File: config.mk
export PLATFORM = sky130hd
export DESIGN_NAME = piso_serializer_8bit_flat
export DESIGN_NICKNAME = d
export VERILOG_FILES = /design/src/rtl/piso_serializer_8bit_pkg.sv /design/src/rtl/piso_serializer_8bit_if.sv /design/src/rtl/piso_serializer_8bit_counter_mod_n.sv /design/src/rtl/piso_serializer_8bit.sv /design/src/flat_wrapper.sv
export SDC_FILE = /design/constraint.sdc
export NUM_CORES = 1
export LEC_CHECK = 0
export CORE_AREA = 2 2 39 41
export DETAILED_ROUTE_END_ITERATION = 12
export DIE_AREA = 0 0 41 43
export DONT_BUFFER_PORTS = 1
export GPL_ROUTABILITY_DRIVEN = 0
export GPL_TIMING_DRIVEN = 0
export PLACE_DENSITY = 0.75
export SYNTH_ARGS = -nofsm -noshare
export SYNTH_HDL_FRONTEND = slang
export SYNTH_HIERARCHICAL = 1
export SYNTH_SLANG_ARGS = --single-unit
export TNS_END_PERCENT = 5
File: constraint.sdc
create_clock -name clk -period 2.05 [get_ports clk]
set_input_delay 0.615 -clock clk [delete_from_list [all_inputs] [get_ports clk]]
set_output_delay 0.615 -clock clk [all_outputs]
set_load 0.03 [all_outputs]
File: src/rtl/piso_serializer_8bit_pkg.sv
// Shared definitions for the parallel-in / serial-out serializer:
// FSM state encodings and the default word width.
`ifndef PISO_SERIALIZER_8BIT_PKG_SV
`define PISO_SERIALIZER_8BIT_PKG_SV

package piso_serializer_8bit_pkg;

    localparam int DEFAULT_WIDTH = 8;

    typedef enum logic {
        S_IDLE  = 1'b0,
        S_SHIFT = 1'b1
    } state_e;

endpackage

`endif

File: src/rtl/piso_serializer_8bit_if.sv
// Parallel-load and serial-output handshake bundle of the serializer.
interface piso_serializer_8bit_if
    import piso_serializer_8bit_pkg::*;
#(
    parameter int WIDTH = DEFAULT_WIDTH
);

    // Both sides use strict valid/ready: a transfer happens on a rising edge
    // where valid and ready are both high; valid must not depend on ready, and
    // the data must stay stable while valid is high and ready is low.
    logic [WIDTH-1:0] din;
    logic             din_valid;
    logic             din_ready;
    logic             sout;
    logic             sout_valid;
    logic             sout_ready;

    modport master (
        output din,
        output din_valid,
        input  din_ready,
        input  sout,
        input  sout_valid,
        output sout_ready
    );

    modport slave (
        input  din,
        input  din_valid,
        output din_ready,
        output sout,
        output sout_valid,
        input  sout_ready
    );

endinterface

File: src/rtl/piso_serializer_8bit_counter_mod_n.sv
// Modulo-N up counter with synchronous clear and a combinational last flag.
module counter_mod_n #(
    parameter int N = 8
) (
    input  logic                 clk,
    input  logic                 rst_n,
    input  logic                 clr,
    input  logic                 en,
    output logic [$clog2(N)-1:0] count,
    output logic                 last
);

    localparam int                 CW     = $clog2(N);
    localparam logic [CW-1:0]      LAST_V = CW'(N - 1);

    logic [CW-1:0] count_q, count_d;

    // Clear wins over enable so a reload on the final count restarts at zero.
    always_comb begin
        count_d = count_q;
        if (clr) begin
            count_d = '0;
        end else if (en) begin
            count_d = (count_q == LAST_V) ? '0 : count_q + 1'b1;
        end
    end

    always_ff @(posedge clk or negedge rst_n) begin
        if (!rst_n) begin
            count_q <= '0;
        end else begin
            count_q <= count_d;
        end
    end

    assign count = count_q;
    assign last  = (count_q == LAST_V);

endmodule

File: src/rtl/piso_serializer_8bit.sv
// Parallel-in / serial-out serializer: loads a word from the mux datapath and
// shifts it out one bit per accepted cycle, with back-to-back reload.
module piso_serializer_8bit
    import piso_serializer_8bit_pkg::*;
#(
    parameter int WIDTH     = DEFAULT_WIDTH,
    parameter bit MSB_FIRST = 1'b1
) (
    input  logic                     clk,
    input  logic                     rst_n,
    piso_serializer_8bit_if.slave    bus,
    output logic                     busy,
    output logic                     done,
    output state_e                   dbg_state,
    output logic [$clog2(WIDTH)-1:0] dbg_bit_cnt
);

    localparam int CNT_W = $clog2(WIDTH);

    state_e           state_q, state_d;
    logic [WIDTH-1:0] shift_q, shift_d;
    logic             done_q, done_d;
    logic [CNT_W-1:0] bit_cnt;
    logic             cnt_clr, cnt_en, cnt_last;
    logic             in_shift, din_ready_w, load, accept, out_bit;
    logic [WIDTH-1:0] shifted;

    assign in_shift    = (state_q == S_SHIFT);
    // On the last bit a new word may enter only if that bit leaves this cycle.
    assign din_ready_w = !in_shift || (cnt_last && bus.sout_ready);
    assign load        = bus.din_valid && din_ready_w;
    assign accept      = in_shift && bus.sout_ready;
    assign out_bit     = MSB_FIRST ? shift_q[WIDTH-1] : shift_q[0];
    assign shifted     = MSB_FIRST ? {shift_q[WIDTH-2:0], 1'b0}
                                   : {1'b0, shift_q[WIDTH-1:1]};

    counter_mod_n #(
        .N (WIDTH)
    ) u_bit_cnt (
        .clk   (clk),
        .rst_n (rst_n),
        .clr   (cnt_clr),
        .en    (cnt_en),
        .count (bit_cnt),
        .last  (cnt_last)
    );

    always_comb begin
        state_d = state_q;
        shift_d = shift_q;
        done_d  = 1'b0;
        cnt_clr = 1'b0;
        cnt_en  = 1'b0;
        unique case (state_q)
            S_IDLE: begin
                if (load) begin
                    shift_d = bus.din;
                    cnt_clr = 1'b1;
                    state_d = S_SHIFT;
                end
            end
            S_SHIFT: begin
                if (accept) begin
                    shift_d = shifted;
                    cnt_en  = 1'b1;
                    if (cnt_last) begin
                        done_d = 1'b1;
                        if (load) begin
                            shift_d = bus.din;
                            cnt_clr = 1'b1;
                        end else begin
                            state_d = S_IDLE;
                        end
                    end
                end
            end
            default: state_d = S_IDLE;
        endcase
    end

    always_ff @(posedge clk or negedge rst_n) begin
        if (!rst_n) begin
            state_q <= S_IDLE;
            shift_q <= '0;
            done_q  <= 1'b0;
        end else begin
            state_q <= state_d;
            shift_q <= shift_d;
            done_q  <= done_d;
        end
    end

    assign bus.din_ready  = din_ready_w;
    assign bus.sout_valid = in_shift;
    assign bus.sout       = in_shift && out_bit;
    assign busy           = in_shift;
    assign done           = done_q;
    assign dbg_state      = state_q;
    assign dbg_bit_cnt    = bit_cnt;

endmodule

File: src/flat_wrapper.sv
// flat-port wrapper written by rule: the top's interface ports become plain ports
module piso_serializer_8bit_flat import piso_serializer_8bit_pkg::*;
#(
    parameter int WIDTH     = DEFAULT_WIDTH,
    parameter bit MSB_FIRST = 1'b1
)
  (clk, rst_n, busy, done, dbg_state, dbg_bit_cnt, bus_din, bus_din_valid, bus_din_ready, bus_sout, bus_sout_valid, bus_sout_ready);
  piso_serializer_8bit_if #(.WIDTH(WIDTH)) bus_i ();
  input  logic clk;
  input  logic rst_n;
  output logic busy;
  output logic done;
  output state_e dbg_state;
  output logic [$clog2(WIDTH)-1:0] dbg_bit_cnt;
  input wire logic [$bits(bus_i.din)-1:0] bus_din;
  input wire logic [$bits(bus_i.din_valid)-1:0] bus_din_valid;
  output wire logic [$bits(bus_i.din_ready)-1:0] bus_din_ready;
  output wire logic [$bits(bus_i.sout)-1:0] bus_sout;
  output wire logic [$bits(bus_i.sout_valid)-1:0] bus_sout_valid;
  input wire logic [$bits(bus_i.sout_ready)-1:0] bus_sout_ready;
  assign bus_i.din = bus_din;
  assign bus_i.din_valid = bus_din_valid;
  assign bus_din_ready = bus_i.din_ready;
  assign bus_sout = bus_i.sout;
  assign bus_sout_valid = bus_i.sout_valid;
  assign bus_i.sout_ready = bus_sout_ready;
  piso_serializer_8bit #(.WIDTH(WIDTH), .MSB_FIRST(MSB_FIRST)) u_core (.clk(clk), .rst_n(rst_n), .bus(bus_i), .busy(busy), .done(done), .dbg_state(dbg_state), .dbg_bit_cnt(dbg_bit_cnt));
endmodule
==> impl_metrics.json <==
{
  "synthCells": 70,
  "layout_setup_ws_ns": 0.0676,
  "numPortBuffers": 0,
  "drt-initial-drc-count": 18,
  "worstPathArrival_ns": 1.37,
  "clock_skew_ns": 0.000415,
  "crit_type": "register to primary output",
  "via_per_inst": 5.88,
  "place_inst": 86,
  "clk_latency_ns": 0.27,
  "p_sw_uw": 401,
  "hold_path_class": "input pin to async pin",
  "cts_tree": "yes",
  "setup_tns_ns": 0,
  "die_height_um": 43,
  "nNetsFinal": 90,
  "grt_pass1_vias": 469,
  "power.density_nw_per_um2": 1280,
  "core_area_um2": 1380,
  "crit_fanout": 5,
  "end_kind": "primary output",
  "period_share_pct": 96.7,
  "grt_pass1_wl_mm": 1.99,
  "critPathLaunchType": "register",
  "die_area_um2": 1760,
  "multi_input_area_um2": 337,
  "holdWs_ns": 0.0228,
  "slowest_stage": "dfrtp_2",
  "cts_buffers": 3,
  "start_util_pct": 49.1,
  "worstMarginPinSlew_ns": 0.395,
  "dp_slack_ns": 0.0205,
  "fillCellCount": 119,
  "antennaDiodeCount": 0,
  "comb_power_share_pct": 32.9,
  "syn_area_um2": 679,
  "cpPeakStageDelay_ns": 0.50,
  "layout-drive-gt1-share_pct": 28.0,
  "finalSetupViolCount": 0,
  "syn_avg_cell_area_um2": 9.71,
  "rows": 14,
  "vias": 535,
  "clockBufferDepth": 2,
  "path_cells": "ha_2, ha_4, nand2_2, nand2_4",
  "cts_num_sinks": 13,
  "sw_frac_of_total_pct": 41.0,
  "ys_warn_count": 6,
  "cts_root_buffer": "clkbuf_4",
  "grt_remaining_overflow": 0,
  "crit_buf_inv": 0,
  "synth_seq_cells": 13,
  "dr.pass1.iters": 5,
  "htree_levels": 1,
  "crit_family": "flip-flops",
  "yosysSeqAreaShare_pct": 47.9,
  "relSlewSlack_pct": 73.7,
  "max_freq_ghz": 0.504,
  "rsz0062_at_grt": "false",
  "reg2reg_depth": 7,
  "detail-route-antenna-nets": 0,
  "finalNonFillerCells": 91,
  "ys_types": 23,
  "wl_per_cell_um": 14.9,
  "ios": 21,
  "timing.final.crit_period_ns": 1.98,
  "timing.max_cap.violations": 0,
  "clockPowerShare_pct": 16.7,
  "cp.required_ns": 1.43,
  "regArea_um2": 329,
  "synthesis.nets": 84,
  "dp_hpwl_um": 928,
  "finalHoldViolations": 0,
  "p_int_uw": 576,
  "grt_max_degree": 14,
  "power_frac_seq_pct": 50.4,
  "grt_usage_pct": 17.3,
  "wl_mm": 1.36,
  "cts.clk_slew.worst_paths_ns": 0.08,
  "die_w_um": 41,
  "path_depth": 4,
  "maxSlewViolCount": 0,
  "antenna_found_initial": 0,
  "power.total_uw": 977,
  "outcome": "complete, no violations",
  "peakVddDrop_mv": 0.768,
  "leakage_nw": 0.327,
  "drcViolationCount": 0,
  "syn_to_final_growth_pct": 12.7
}
-- per-layer routing --
layer,up-vias,GRT usage (%),share of wire [%]
li1,254,-,-
met1,256,23.2,43
met2,21,22.8,48
met3,4,6.81,8.1
met4,0,10.0,1.1
met5,-,0,0
-- path summary, 6_finish.rpt --
check	from	endpoint	slack (ns)
min reg2reg	u_core/shift_q[0]	u_core/shift_q[0]	0.53
min in group clk	bus_din_valid	u_core/bus.sout_valid	0.44
min	rst_n	u_core/u_bit_cnt/count[0]	0.02
max reg2reg	u_core/u_bit_cnt/count[0]	u_core/u_bit_cnt/count[1]	0.32
max in group asynchronous	rst_n	u_core/u_bit_cnt/count[1]	1.21
max	u_core/u_bit_cnt/count[0]	bus_din_ready	0.07
-- logic make-up after synthesis --
kind of cell | after synthesis | share of synthesized area [%]
DFF | 13 | 47.9
muxes | 2 | 3.68
buffers and inverters | 7 | 6.45
AOI/OAI and AO/OA | 18 | 18.0
and+or+nand+nor | 28 | 20.3
adders and majority gates | 2 | 3.68
-- through the flow --
stage / cell area, um2 / utilization, %
floorplan: 679 / -
global placement: 699 / 50.5
detailed placement: 699 / 50.5
CTS: 742 / 53.6
global route: 766 / 55.3
finish: 766 / 55.3
-- layout by cell type, fill, tap and decap left out, types with 2 or more instances in the layout --
master    count
a31oi_1       5
a31oi_2       2
and2_1        2
buf_2         2
buf_4         2
clkbuf_4      3
dfrtp_1      10
dfrtp_2       3
inv_1         2
nand2b_1      2
nand3_1       8
nor2_1       10
o21ai_0       6
o21ai_1       2
-- power by group through the flow --
stage               registers, mW  logic [mW]  clock network, mW
CTS                         0.487       0.302              0.164
global placement            0.481       0.284                  0
detailed placement          0.487       0.294                  0
global route                0.504       0.350              0.181
finish                      0.492       0.321              0.163
floorplan                   0.468       0.261                  0
-- repair_timing --
| action | CTS | global route |
|---|---|---|
| endpoints found under the hold margin | 0 | 5 |
| buffers inserted | 0 | 0 |
| hold buffers | 0 | 1 |
| resized for setup | 7 | 3 |
| setup endpoints to repair | 3 | 2 |
-- flip-flops by register name (all words and copies together), names as in the netlist --
name	flops
u_core/shift_q	8
u_core/done	1
u_core/bus.sout_valid	1
u_core/u_bit_cnt/count	3
-- cell type report --
class,instances,area share (%)
plain buffers,5,4.74
clock buffers,4,3.43
inverters,2,0.980
multi-input cells,50,44.0
flip-flops and latches,13,43.0
well taps,16,2.61
repair buffers,1,1.31
-- synth_stat cells --
library cell	number	area, um2
a31oi_2	2	25.0
and2_1	3	18.8
o211ai_1	1	7.51
nand2_1	2	7.51
or3b_1	1	8.76
o21ai_1	2	10.0
o21ai_0	6	30.0
nor2_2	1	6.26
a31oi_1	5	31.3
buf_6	1	11.3
dfrtp_1	13	325
nand3_1	8	40.0
nor2_1	10	37.5
mux2i_1	1	10.0
buf_2	2	10.0
nand2b_1	2	12.5
inv_1	2	7.51
mux2_4	1	15.0
a21oi_2	1	8.76
a32o_1	1	10.0
ha_1	2	25.0
and3_1	1	6.26
buf_4	2	15.0
(Power assumes the default switching activity.)
